[config.mk]
export PLATFORM = sky130hd
export DESIGN_NAME = alu_op_sequencer_flat
export DESIGN_NICKNAME = d
export VERILOG_FILES = /design/src/rtl/alu_op_sequencer_if.sv /design/src/rtl/alu_op_sequencer.sv /design/src/flat_wrapper.sv
export SDC_FILE = /design/constraint.sdc
export NUM_CORES = 1
export LEC_CHECK = 0
export ABC_AREA = 1
export CORE_ASPECT_RATIO = 0.5
export CORE_MARGIN = 1.5
export CORE_UTILIZATION = 37
export CTS_CLUSTER_SIZE = 24
export DETAILED_ROUTE_END_ITERATION = 8
export PLACE_DENSITY = 0.77
export SLEW_MARGIN = 10
export SYNTH_ARGS = -nofsm -noshare
export SYNTH_HDL_FRONTEND = slang
export SYNTH_SLANG_ARGS = --single-unit
[constraint.sdc]
create_clock -name ACLK -period 1.55 [get_ports ACLK]
set_input_delay 0.155 -clock ACLK [delete_from_list [all_inputs] [get_ports ACLK]]
set_output_delay 0.155 -clock ACLK [all_outputs]
set_load 0.02 [all_outputs]
[src/rtl/alu_op_sequencer_if.sv]
// Handshake and ALU-operand bundle between decode, the sequencer and the ALU.
// The slave side is the sequencer; the master side is the decode stage, consumer and ALU.
interface alu_op_sequencer_if #(
  parameter int TAG_W = 5
);
  logic             flush;
  logic             req_valid;
  logic             req_ready;
  logic [4:0]       req_op;
  logic [31:0]      req_a;
  logic [31:0]      req_b;
  logic [TAG_W-1:0] req_tag;
  logic [31:0]      alu_a;
  logic [31:0]      alu_b;
  logic [4:0]       alu_op;
  logic [31:0]      alu_result;
  logic             rsp_valid;
  logic             rsp_ready;
  logic [31:0]      rsp_data;
  logic [TAG_W-1:0] rsp_tag;
  logic             rsp_err;
  logic             busy;

  modport slave (
    input  flush, req_valid, req_op, req_a, req_b, req_tag, alu_result, rsp_ready,
    output req_ready, alu_a, alu_b, alu_op, rsp_valid, rsp_data, rsp_tag, rsp_err, busy
  );

  modport master (
    output flush, req_valid, req_op, req_a, req_b, req_tag, alu_result, rsp_ready,
    input  req_ready, alu_a, alu_b, alu_op, rsp_valid, rsp_data, rsp_tag, rsp_err, busy
  );
endinterface

[src/rtl/alu_op_sequencer.sv]
// Issue/complete controller: holds ALU operands stable for the op's latency,
// captures the result and returns it with its tag over a valid/ready handshake.
module alu_op_sequencer #(
  parameter int MUL_LAT = 2,
  parameter int DIV_LAT = 8,
  parameter int TAG_W   = 5
) (
  input  logic                ACLK,
  input  logic                RESETN,
  alu_op_sequencer_if.slave   io
);
  localparam int MAX_LAT = (MUL_LAT > DIV_LAT) ? MUL_LAT : DIV_LAT;
  localparam int CNT_W   = (MAX_LAT > 1) ? $clog2(MAX_LAT) : 1;
  localparam logic [CNT_W-1:0] MUL_LD = CNT_W'(MUL_LAT - 1);
  localparam logic [CNT_W-1:0] DIV_LD = CNT_W'(DIV_LAT - 1);

  typedef enum logic [1:0] {IDLE, BUSY, DONE} state_t;

  state_t           state_q, state_d;
  logic [CNT_W-1:0] cnt_q, cnt_d, cnt_ld;
  logic [31:0]      alu_a_q, alu_a_d, alu_b_q, alu_b_d;
  logic [4:0]       alu_op_q, alu_op_d;
  logic [TAG_W-1:0] tag_q, tag_d, rsp_tag_q, rsp_tag_d;
  logic             err_q, err_d, rsp_err_q, rsp_err_d;
  logic [31:0]      rsp_data_q, rsp_data_d;
  logic             req_ready, accept, illegal;

  assign req_ready = ~io.flush & ((state_q == IDLE) | ((state_q == DONE) & io.rsp_ready));
  assign accept    = io.req_valid & req_ready;
  assign illegal   = io.req_op > 5'd18;

  // Counter preload is W-1 so the final BUSY cycle is the one with cnt==0.
  always_comb begin
    cnt_ld = '0;
    if (io.req_op >= 5'd10 && io.req_op <= 5'd13)      cnt_ld = MUL_LD;
    else if (io.req_op >= 5'd14 && io.req_op <= 5'd17) cnt_ld = DIV_LD;
  end

  always_comb begin
    state_d    = state_q;
    cnt_d      = cnt_q;
    alu_a_d    = alu_a_q;
    alu_b_d    = alu_b_q;
    alu_op_d   = alu_op_q;
    tag_d      = tag_q;
    err_d      = err_q;
    rsp_data_d = rsp_data_q;
    rsp_tag_d  = rsp_tag_q;
    rsp_err_d  = rsp_err_q;
    case (state_q)
      BUSY: begin
        if (cnt_q != '0) begin
          cnt_d = cnt_q - 1'b1;
        end else begin
          rsp_data_d = err_q ? 32'd0 : io.alu_result;
          rsp_tag_d  = tag_q;
          rsp_err_d  = err_q;
          state_d    = DONE;
        end
      end
      DONE:    if (io.rsp_ready) state_d = IDLE;
      default: ;
    endcase
    // accept already excludes flush; DONE+handshake+accept goes straight to BUSY.
    if (accept) begin
      alu_a_d  = io.req_a;
      alu_b_d  = io.req_b;
      alu_op_d = illegal ? 5'd0 : io.req_op;
      tag_d    = io.req_tag;
      err_d    = illegal;
      cnt_d    = cnt_ld;
      state_d  = BUSY;
    end
    if (io.flush) begin
      state_d = IDLE;
      cnt_d   = '0;
    end
  end

  always_ff @(posedge ACLK or negedge RESETN) begin
    if (!RESETN) begin
      state_q    <= IDLE;
      cnt_q      <= '0;
      alu_a_q    <= '0;
      alu_b_q    <= '0;
      alu_op_q   <= '0;
      tag_q      <= '0;
      err_q      <= 1'b0;
      rsp_data_q <= '0;
      rsp_tag_q  <= '0;
      rsp_err_q  <= 1'b0;
    end else begin
      state_q    <= state_d;
      cnt_q      <= cnt_d;
      alu_a_q    <= alu_a_d;
      alu_b_q    <= alu_b_d;
      alu_op_q   <= alu_op_d;
      tag_q      <= tag_d;
      err_q      <= err_d;
      rsp_data_q <= rsp_data_d;
      rsp_tag_q  <= rsp_tag_d;
      rsp_err_q  <= rsp_err_d;
    end
  end

  assign io.req_ready = req_ready;
  assign io.alu_a     = alu_a_q;
  assign io.alu_b     = alu_b_q;
  assign io.alu_op    = alu_op_q;
  assign io.rsp_valid = (state_q == DONE);
  assign io.rsp_data  = rsp_data_q;
  assign io.rsp_tag   = rsp_tag_q;
  assign io.rsp_err   = rsp_err_q;
  assign io.busy      = (state_q != IDLE);
endmodule

[src/flat_wrapper.sv]
// flat-port wrapper written by rule: the top's interface ports become plain ports
module alu_op_sequencer_flat 
#(
  parameter int MUL_LAT = 2,
  parameter int DIV_LAT = 8,
  parameter int TAG_W   = 5
)
  (ACLK, RESETN, io_flush, io_req_valid, io_req_op, io_req_a, io_req_b, io_req_tag, io_alu_result, io_rsp_ready, io_req_ready, io_alu_a, io_alu_b, io_alu_op, io_rsp_valid, io_rsp_data, io_rsp_tag, io_rsp_err, io_busy);
  alu_op_sequencer_if #(.TAG_W(TAG_W)) io_i ();
  input  logic ACLK;
  input  logic RESETN;
  input wire logic [$bits(io_i.flush)-1:0] io_flush;
  input wire logic [$bits(io_i.req_valid)-1:0] io_req_valid;
  input wire logic [$bits(io_i.req_op)-1:0] io_req_op;
  input wire logic [$bits(io_i.req_a)-1:0] io_req_a;
  input wire logic [$bits(io_i.req_b)-1:0] io_req_b;
  input wire logic [$bits(io_i.req_tag)-1:0] io_req_tag;
  input wire logic [$bits(io_i.alu_result)-1:0] io_alu_result;
  input wire logic [$bits(io_i.rsp_ready)-1:0] io_rsp_ready;
  output wire logic [$bits(io_i.req_ready)-1:0] io_req_ready;
  output wire logic [$bits(io_i.alu_a)-1:0] io_alu_a;
  output wire logic [$bits(io_i.alu_b)-1:0] io_alu_b;
  output wire logic [$bits(io_i.alu_op)-1:0] io_alu_op;
  output wire logic [$bits(io_i.rsp_valid)-1:0] io_rsp_valid;
  output wire logic [$bits(io_i.rsp_data)-1:0] io_rsp_data;
  output wire logic [$bits(io_i.rsp_tag)-1:0] io_rsp_tag;
  output wire logic [$bits(io_i.rsp_err)-1:0] io_rsp_err;
  output wire logic [$bits(io_i.busy)-1:0] io_busy;
  assign io_i.flush = io_flush;
  assign io_i.req_valid = io_req_valid;
  assign io_i.req_op = io_req_op;
  assign io_i.req_a = io_req_a;
  assign io_i.req_b = io_req_b;
  assign io_i.req_tag = io_req_tag;
  assign io_i.alu_result = io_alu_result;
  assign io_i.rsp_ready = io_rsp_ready;
  assign io_req_ready = io_i.req_ready;
  assign io_alu_a = io_i.alu_a;
  assign io_alu_b = io_i.alu_b;
  assign io_alu_op = io_i.alu_op;
  assign io_rsp_valid = io_i.rsp_valid;
  assign io_rsp_data = io_i.rsp_data;
  assign io_rsp_tag = io_i.rsp_tag;
  assign io_rsp_err = io_i.rsp_err;
  assign io_busy = io_i.busy;
  alu_op_sequencer #(.MUL_LAT(MUL_LAT), .DIV_LAT(DIV_LAT), .TAG_W(TAG_W)) u_core (.ACLK(ACLK), .RESETN(RESETN), .io(io_i));
endmodule
==> results of run 1 <==
per-stage QoR:
step	utilization, %	setup TNS [ns]	setup slack (ns)	hold WS, ns	std cells
after floorplan	-	0	0.0584	-0.141	471
final	66.4	0	0.0356	0.176	882
after global placement	59.0	-0.405	-0.0993	0.0525	847
after global routing	66.4	-0.0483	-0.0195	0.175	882
after CTS	64.5	0	0.000505	0.167	878
after detailed placement	59.0	-2.91	-0.102	0.0546	847
Yosys cell counts, drive strengths merged:
cell type  number  share of area (%)
nand3           8               0.99
o21a            1               0.16
a21oi           2               0.22
nand2         247                 20
dfrtp         118                 65
a22o           32                6.2
nand4           2               0.27
inv            18                1.5
clkbuf          7               0.58
o21ai           8               0.88
ha              2               0.55
buf            15                2.1
o31ai           2               0.33
xnor2           1               0.19
nor2            8               0.82
layout make-up:
cell class	instances	area [µm²]	area share, %
clock buffers	21	480	6.07
clock inverters	9	173	2.18
inverters	18	75.1	0.949
multi-input cells	313	1410	17.9
flip-flops and latches	118	2950	37.3
well taps	165	206	2.61
repair buffers	238	2610	33.0
logic make-up after synthesis:
family	Yosys count	synth area share, %
simple gates	265	22.5
flops	118	64.9
compound gates	45	7.75
buf+inv	40	4.12
fa+ha+maj	2	0.550
xor+xnor	1	0.192
power breakdown:
group	switching, mW	internal, mW
Clock	1.33	3.00
Combinational	2.41	2.34
Sequential	0.511	4.05
per-layer routing:
| layer | vias to the layer above | share of wire [%] | track usage [%] |
|---|---|---|---|
| li1 | 1968 | - | - |
| met1 | 1928 | 42 | 23.6 |
| met2 | 108 | 52 | 34.1 |
| met3 | 20 | 4.1 | 4.04 |
| met4 | 0 | 2.0 | 8.41 |
| met5 | - | 0 | 0 |
worst min path at each step:
stage / slack (ns) / start / to
after floorplan: -0.14 / RESETN / u_core.cnt_q[0]
after global placement: 0.05 / RESETN / u_core.io.rsp_data[20]
after detailed placement: 0.05 / RESETN / u_core.io.rsp_data[23]
after CTS: 0.17 / RESETN / u_core.io.rsp_data[20]
after global routing: 0.18 / RESETN / u_core.io.rsp_data[20]
final: 0.18 / RESETN / u_core.io.rsp_data[20]
state kept, by name (all words and copies together) (netlist names), 2 cells and up:
register / cells
u_core.state_q: 2
u_core.io.alu_b: 32
u_core.cnt_q: 3
u_core.io.rsp_tag: 5
u_core.io.alu_a: 32
u_core.io.rsp_data: 32
u_core.tag_q: 5
u_core.io.alu_op: 5
timing repair:
item	in CTS	in global routing
gates resized for setup	11	69
hold endpoints to repair	118	0
cloned	0	2
setup endpoints to repair	45	95
pin swaps	0	1
hold buffers	1	0
buffers inserted	0	2
==> results.tsv, run 1 <==
stage	metric	value	unit
run_status	status	completed	
power	Power Dens Cells	1720	mW/mm²
floorplanning	Initial Util	38.2	%
floorplanning	die height	81.4	µm
setup_path	critical path depth	1	
sta	Hold Violations, Final	0	
global_route	first-pass GRT wire length	19.7	mm
clock_tree	clock transition at the registers of the reported paths	0.06	ns
sta	Final setup viols	0	
sta	Slew headroom	75.9	%
global_route	number of global-route vias before repair	3847	
floorplanning	die area	0.0130	mm²
finish	share of cells above drive strength 1	8.09	%
setup_path	CP max stage cell	clkdlybuf4s50_1	
finish	post-route cell area	0.00791	mm²
finish	leading cell type in the layout, fill and taps excluded	nand2_1	
global_route	GR Overflow Total	0	
floorplanning	Die X	160	µm
job	Max-cap violations	0	
place	I/O Buffers	220	
synth	Post-Synthesis Cells	471	
finish	Layout area overhead	73.8	%
setup_path	Crit path arrival time	1.36	ns
sta	max-slew violation count	0	
sta	min Tclk post-route	1.51	ns
setup_path	worst setup path endpoint	io_alu_a[25]	
finish	fill count	902	
sta	fmax	660	MHz
synth	post-synthesis register bit count	118	
power	Pwr Total	13.6	mW
setup_path	R2R Path End	u_core.io.rsp_data[14]	
setup_path	crit path cell chain	clkdlybuf4s50_1	
global_route	largest net degree at the start of global routing	49	
setup_path	slowest stage delay, CP	0.61	ns
global_route	GRT Total Usage	19.3	%
synth	number of distinct library cells after synthesis	20	
synth	syn_area_per_cell	9.66	µm²
clock_tree	worst skew pair latency	0.40	ns
hold_path	Min-Delay Path Class	in -> async	
route	Iteration-0 DRC Markers	204	
route	Post-route DRC	0	
sta	clock skew	0.00717	ns
setup_path	FF-to-FF path depth	8	
place	Placer Congestion	0.817	
route	1st-pass router iterations	4	
setup_path	Worst Path Required	1.39	ns
setup_path	reg2reg setup slack	0.06	ns
route	via count	4024	
floorplanning	row cnt	28	
setup_path	CP Launch Point	u_core.io.alu_a[25]	
clock_tree	clock tree sinks	118	
floorplanning	I/O Pins	221	
sta	Least-Margin Pin Slew	0.361	ns
finish	number of antenna repair diodes	0	
finish	NumNets Final	819	
synth	register area share after synthesis	64.9	%
global_route	initial antenna violation count	0	
setup_path	CP top delay family	buffers and inverters	
sta	crit share post-route	97.7	%
place	DP HPWL	8.87	mm
clock_tree	Max clock buf depth	2	
clock_tree	CTS Buf Count	17	
setup_path	Worst R2R Start	u_core.cnt_q[0]	
synth	syn nets	584	
clock_tree	TritonCTS clock tree	built	
place	DP Area	0.00702	mm²
power	LEAKAGE	4.57	nW
setup_path	Worst Setup Start Kind	register	
route	final wirelength	13.3	mm
setup_path	WS Path Type	reg -> out	
setup_path	crit-path max FO	2	
power	Max rail drop VDD	0.802	mV
synth	Ys Warns	0	
floorplanning	Placeable Area	0.0119	mm²
route	WL/cell	15.1	µm
route	post-route ant nets	0	
clock_tree	Clock Tree Root	clkbuf_16	
clock_tree	H-tree levels	4	
synth	synthesized area	0.00455	mm²
route	drt via density	4.56	
setup_path	endpoint class of the critical path	output pin	
setup_path	crit path buf inv count	1	
finish	commonest non-fill, non-tap cells in the layout	nand2_1 (245), clkdlybuf4s50_1 (148), dfrtp_1 (118), dlymetal6s2s_1 (64), a22o_1 (32)	
Power figures use the tool's default switching activity.
==> run 2, diff against run 1 <==
CORE_UTILIZATION = 45   (was 37)
CTS_BUF_LIST = sky130_fd_sc_hd__clkbuf_4 sky130_fd_sc_hd__clkbuf_8   (was default)
PLACE_DENSITY = 0.88   (was 0.77)
clock period = 2 ns   (was 1.55 ns; I/O delays follow)
==> results.tsv, run 2 (synthesis results as in run 1) <==
stage	metric	value	unit	change
power	LEAKAGE	3.55	nW	-22%
sta	max-slew violation count	0		unchanged
floorplanning	I/O Pins	221		unchanged
floorplanning	Placeable Area	0.00963	mm²	-19%
finish	fill count	657		-27%
route	final wirelength	13.1	mm	-2.2%
setup_path	CP Launch Point	u_core.state_q[1]		
clock_tree	clock transition at the registers of the reported paths	0.07	ns	about the same
sta	RSZ-0062 raised after global routing	false		
global_route	initial antenna violation count	0		unchanged
finish	leading cell type in the layout, fill and taps excluded	nand2_1		
place	pre-CTS WS	0.243	ns	+0.344 ns
floorplanning	die height	74.1	µm	-9.0%
sta	Final setup viols	0		unchanged
global_route	number of global-route vias before repair	3956		+2.8%
setup_path	endpoint class of the critical path	output pin		
setup_path	Worst Setup Start Kind	register		
sta	fmax	560	MHz	
global_route	first-pass GRT wire length	20.2	mm	+2.4%
finish	Layout area overhead	61.0	%	
route	post-route ant nets	0		unchanged
setup_path	slowest stage delay, CP	0.61	ns	about the same
route	via count	4035		+0.27%
setup_path	CP max stage cell	clkdlybuf4s50_1		
sta	final setup margin	0.215	ns	+0.179 ns
clock_tree	worst skew pair latency	0.42	ns	+0.02 ns
sta	setup TNS	0	ns	unchanged
finish	share of cells above drive strength 1	6.63	%	-1.5 points
finish	NumNets Final	810		-1.1%
sta	Slew headroom	56.7	%	-19 points
clock_tree	Max clock buf depth	2		unchanged
place	I/O Buffers	220		unchanged
power	Power Dens Cells	1290	mW/mm²	-25%
clock_tree	clock tree sinks	118		unchanged
job	Max-cap violations	0		unchanged
power	Max rail drop VDD	0.663	mV	-17%
setup_path	CP top delay family	buffers and inverters		
route	WL/cell	15.5	µm	+2.2%
place	DP HPWL	9.29	mm	+4.7%
sta	Hold Violations, Final	0		unchanged
setup_path	crit path cell chain	inv_2, nor2_1, clkdlybuf4s50_1		
route	1st-pass router iterations	4		unchanged
floorplanning	die area	0.0108	mm²	-17%
sta	Least-Margin Pin Slew	0.648	ns	+0.287 ns
global_route	GR Overflow Total	0		unchanged
sta	crit share post-route	89.3	%	
clock_tree	TritonCTS clock tree	built		
run_status	status	completed		
finish	number of antenna repair diodes	0		unchanged
setup_path	Worst Path Required	1.80	ns	+0.41 ns
sta	min Tclk post-route	1.79	ns	
floorplanning	Die X	145	µm	-9.1%
setup_path	crit path buf inv count	2		+1
clock_tree	CTS Buf Count	17		unchanged
route	drt via density	4.78		+4.8%
hold_path	Min-Delay Path Class	in -> async		
setup_path	WS Path Type	reg -> out		
global_route	GRT Total Usage	24.3	%	+5.0 points
setup_path	crit-path max FO	4		+2
clock_tree	Clock Tree Root	clkbuf_8		
floorplanning	row cnt	25		-11%
setup_path	Crit path arrival time	1.59	ns	+0.23 ns
clock_tree	H-tree levels	4		unchanged
sta	clock skew	0.00947	ns	+0.00230 ns
global_route	largest net degree at the start of global routing	48		-2.0%
floorplanning	Initial Util	47.2	%	+9.0 points
setup_path	reg2reg setup slack	0.39	ns	+0.33 ns
place	Placer Congestion	0.791		-3.2%
setup_path	Worst R2R Start	u_core.cnt_q[0]		
route	Post-route DRC	0		unchanged
finish	commonest non-fill, non-tap cells in the layout	nand2_1 (246), clkdlybuf4s50_1 (218), dfrtp_1 (118), a22o_1 (32), clkbuf_8 (19)		
route	Iteration-0 DRC Markers	246		+21%
==> run 2: cell count changes in the layout (fill, tap and decap cells not counted), sizes merged, moves of 2 or more <==
cell           before  now
buf                16    9
dlymetal6s2s       64    1
dlygate4sd2         4    0
clkdlybuf4s15       2    0
clkdlybuf4s50     148  218
bufinv              5    2
clkinvlp            1    4
==> run 2: area by class of cell <==
class / count / area [µm²] / share of cell area [%]
clock buffers: 23 / 292 / 3.98
well taps: 135 / 169 / 2.31
clock inverters: 8 / 100 / 1.37
flip-flops and latches: 118 / 2950 / 40.3
repair buffers: 229 / 2330 / 31.9
inverters: 18 / 67.6 / 0.922
multi-input cells: 313 / 1410 / 19.3
==> run 2: metal layers <==
metal / vias to the layer above / GRT usage, % / share of wire, %
met5: - / 0 / 0
met4: 0 / 11.6 / 2.9
met3: 30 / 6.81 / 4.7
met2: 136 / 40.5 / 49
met1: 1931 / 30.4 / 43
li1: 1938 / - / -
==> run 2: worst register-to-register path, cell delays in order, from the launching register on <==
cell	delay [ns]
dfrtp_1	0.36
inv_1	0.07
ha_1	0.21
nand2_2	0.11
nor2_4	0.05
inv_2	0.47
a22o_1	0.28
==> run 2: timing repair <==
action	CTS	global route
setup endpoints to repair	0	1
buffers inserted	0	0
hold buffers	1	0
gates resized for setup	0	1
endpoints found under the hold margin	37	0
==> run 2: stage by stage <==
stage          cells  instance area (µm²)  utilization, %  hold slack, ns  total power, mW
6_report         844                 7330            76.1           0.308             9.44
5_1_grt          844                 7330            76.1           0.289             9.90
4_1_cts          844                 7320            76.0           0.288             9.52
3_5_place_dp     812                 6920            71.9           0.218             7.35
3_3_place_gp     812                 6920            71.9           0.213             7.22
2_1_floorplan    471                 4550               -         -0.0956             5.31
==> run 2: path summary, 6_finish.rpt <==
kind	to	cells past startpoint
worst max-delay path	io_rsp_valid	3
max in group asynchronous	u_core.io.alu_b[3]	3
min in group ACLK	u_core.io.alu_a[1]	3
worst min-delay path	u_core.io.rsp_data[13]	2
worst min register to register	u_core.io.alu_b[4]	2
worst max register to register	u_core.io.rsp_data[19]	6
==> run 2: report_power, final <==
| group | leakage (nW) | switching [mW] | internal [mW] |
|---|---|---|---|
| clock | 0.192 | 0.913 | 1.22 |
| sequential | 1.49 | 0.426 | 3.14 |
| combinational | 1.87 | 1.88 | 1.87 |
| total | 3.55 | 3.22 | 6.22 |
==> run 3, diff against run 2 <==
GPL_TIMING_DRIVEN = 0   (was default)
==> results.tsv, run 3 (synthesis results as in run 1) <==
stage	metric	value	unit	change
run_status	status	completed		
sta	setup TNS	0	ns	unchanged
setup_path	CP max stage cell	clkdlybuf4s50_1		
sta	Slew headroom	67.9	%	+11 points
power	LEAKAGE	3.59	nW	+1.0%
floorplanning	I/O Pins	221		unchanged
clock_tree	CTS Buf Count	17		unchanged
setup_path	slowest stage delay, CP	0.62	ns	about the same
sta	crit share post-route	92.2	%	+3.0 points
setup_path	crit-path max FO	5		+1
setup_path	Worst Setup Start Kind	register		
route	drt via density	4.82		+0.76%
clock_tree	worst skew pair latency	0.43	ns	about the same
clock_tree	Clock Tree Root	clkbuf_8		
clock_tree	clock transition at the registers of the reported paths	0.06	ns	about the same
route	final wirelength	13.6	mm	+4.3%
sta	Hold Violations, Final	0		unchanged
route	post-route ant nets	0		unchanged
finish	Multi-input gate area	0.00141	mm²	unchanged
finish	commonest non-fill, non-tap cells in the layout	nand2_1 (246), clkdlybuf4s50_1 (218), dfrtp_1 (118), a22o_1 (32), clkbuf_8 (22)		
route	via count	4133		+2.4%
floorplanning	die area	0.0108	mm²	unchanged
setup_path	WS Path Type	reg -> out		
power	Power Dens Cells	1270	mW/mm²	-1.5%
floorplanning	Initial Util	47.2	%	unchanged
global_route	largest net degree at the start of global routing	78		+63%
clock_tree	clock tree sinks	118		unchanged
sta	max-slew violation count	0		unchanged
global_route	GR Overflow Total	0		unchanged
finish	leading cell type in the layout, fill and taps excluded	nand2_1		
route	1st-pass router iterations	4		unchanged
sta	clock skew	0.0102	ns	+0.000712 ns
global_route	initial antenna violation count	0		unchanged
sta	Final setup viols	0		unchanged
setup_path	Worst R2R Start	u_core.cnt_q[0]		
finish	fill count	652		-0.76%
clock_tree	Max clock buf depth	2		unchanged
setup_path	CP Launch Point	u_core.state_q[0]		
setup_path	CP top delay family	buffers and inverters		
sta	fmax	542	MHz	-3.2%
clock_tree	TritonCTS clock tree	built		
setup_path	crit path cell chain	inv_1, nand2_1, clkdlybuf4s50_1		
global_route	GRT Total Usage	25.5	%	+1.2 points
finish	Layout area overhead	60.7	%	
place	DP HPWL	9.90	mm	+6.7%
place	Placer Congestion	0.799		+0.92%
floorplanning	Placeable Area	0.00963	mm²	unchanged
global_route	number of global-route vias before repair	4085		+3.3%
hold_path	Min-Delay Path Class	in -> async		
sta	min Tclk post-route	1.84	ns	+0.0590 ns
setup_path	endpoint class of the critical path	output pin		
floorplanning	die height	74.1	µm	unchanged
route	Post-route DRC	0		unchanged
clock_tree	postcts setup bufs	0		unchanged
route	Iteration-0 DRC Markers	206		-16%
setup_path	crit path buf inv count	2		unchanged
job	Max-cap violations	0		unchanged
finish	final std cells w/o fill	858		+1.7%
power	Max rail drop VDD	0.545	mV	-18%
sta	RSZ-0062 raised after global routing	false		
route	WL/cell	15.9	µm	+2.6%
finish	NumNets Final	825		+1.9%
finish	utilization after layout	75.9	%	-0.10 points
floorplanning	Die X	145	µm	unchanged
clock_tree	H-tree levels	4		unchanged
finish	number of antenna repair diodes	0		unchanged
setup_path	Crit path arrival time	1.64	ns	+0.05 ns
sta	Least-Margin Pin Slew	0.481	ns	-0.167 ns
place	I/O Buffers	220		unchanged
finish	share of cells above drive strength 1	7.47	%	+0.84 points
finish	FF+latch area	0.00295	mm²	unchanged
setup_path	Worst Path Required	1.80	ns	about the same
floorplanning	row cnt	25		unchanged
global_route	first-pass GRT wire length	21.1	mm	+4.3%
place	Cells after DPL	827		+1.8%
run 3: routing by layer:
layer	wire length (µm)	GRT usage, %	vias to the layer above	part of all wire (%)
met2	6870	44.9	142	50
met3	655	5.95	36	4.8
met5	0	0	-	0
met4	404	12.6	0	3.0
li1	-	-	1970	-
met1	5680	30.7	1985	42
run 3: worst paths after layout:
kind                                               to  slack [ns]  cells after the start
worst min-delay path              u_core.io.alu_a[31]        0.26                      2
max in group asynchronous         u_core.io.alu_b[30]        1.03                      3
worst max register to register  u_core.io.rsp_data[5]        0.31                      8
worst max-delay path                          io_busy        0.16                      3
min in group ACLK                 u_core.io.alu_b[25]        0.30                      3
worst min register to register   u_core.io.rsp_tag[1]        0.48                      2
run 3: per-stage QoR:
| step | power (mW) | worst slack, ns | hold slack (ns) | instance area (µm²) |
|---|---|---|---|---|
| floorplan | 5.31 | 0.508 | -0.0956 | 4550 |
| detailed placement | 7.37 | 0.186 | 0.142 | 6950 |
| finish | 9.29 | 0.156 | 0.256 | 7320 |
| global placement | 7.23 | -3.81 | 0.455 | 6920 |
| CTS | 9.34 | 0.0322 | 0.254 | 7310 |
| global route | 9.72 | 0.0710 | 0.285 | 7320 |
run 3: area by class of cell:
cell class | instances | area share [%]
Tap cell | 135 | 2.31
Buffer | 22 | 1.64
Inverter | 18 | 0.923
Clock inverter | 4 | 0.274
Multi-Input combinational cell | 313 | 19.3
Sequential cell | 118 | 40.4
Clock buffer | 26 | 4.55
Timing Repair Buffer | 222 | 30.7
run 3: what timing repair did:
| action | 4_1_cts | 5_1_grt |
|---|---|---|
| hold endpoints to repair | 41 | 0 |
| setup endpoints to repair | 0 | 1 |
| gates resized for setup | 0 | 1 |
| hold buffers | 1 | 0 |
run 3: report_power, final:
group	switching [mW]	internal, mW
combinational	1.89	1.88
clock	0.890	1.06
sequential	0.436	3.14
total	3.21	6.07
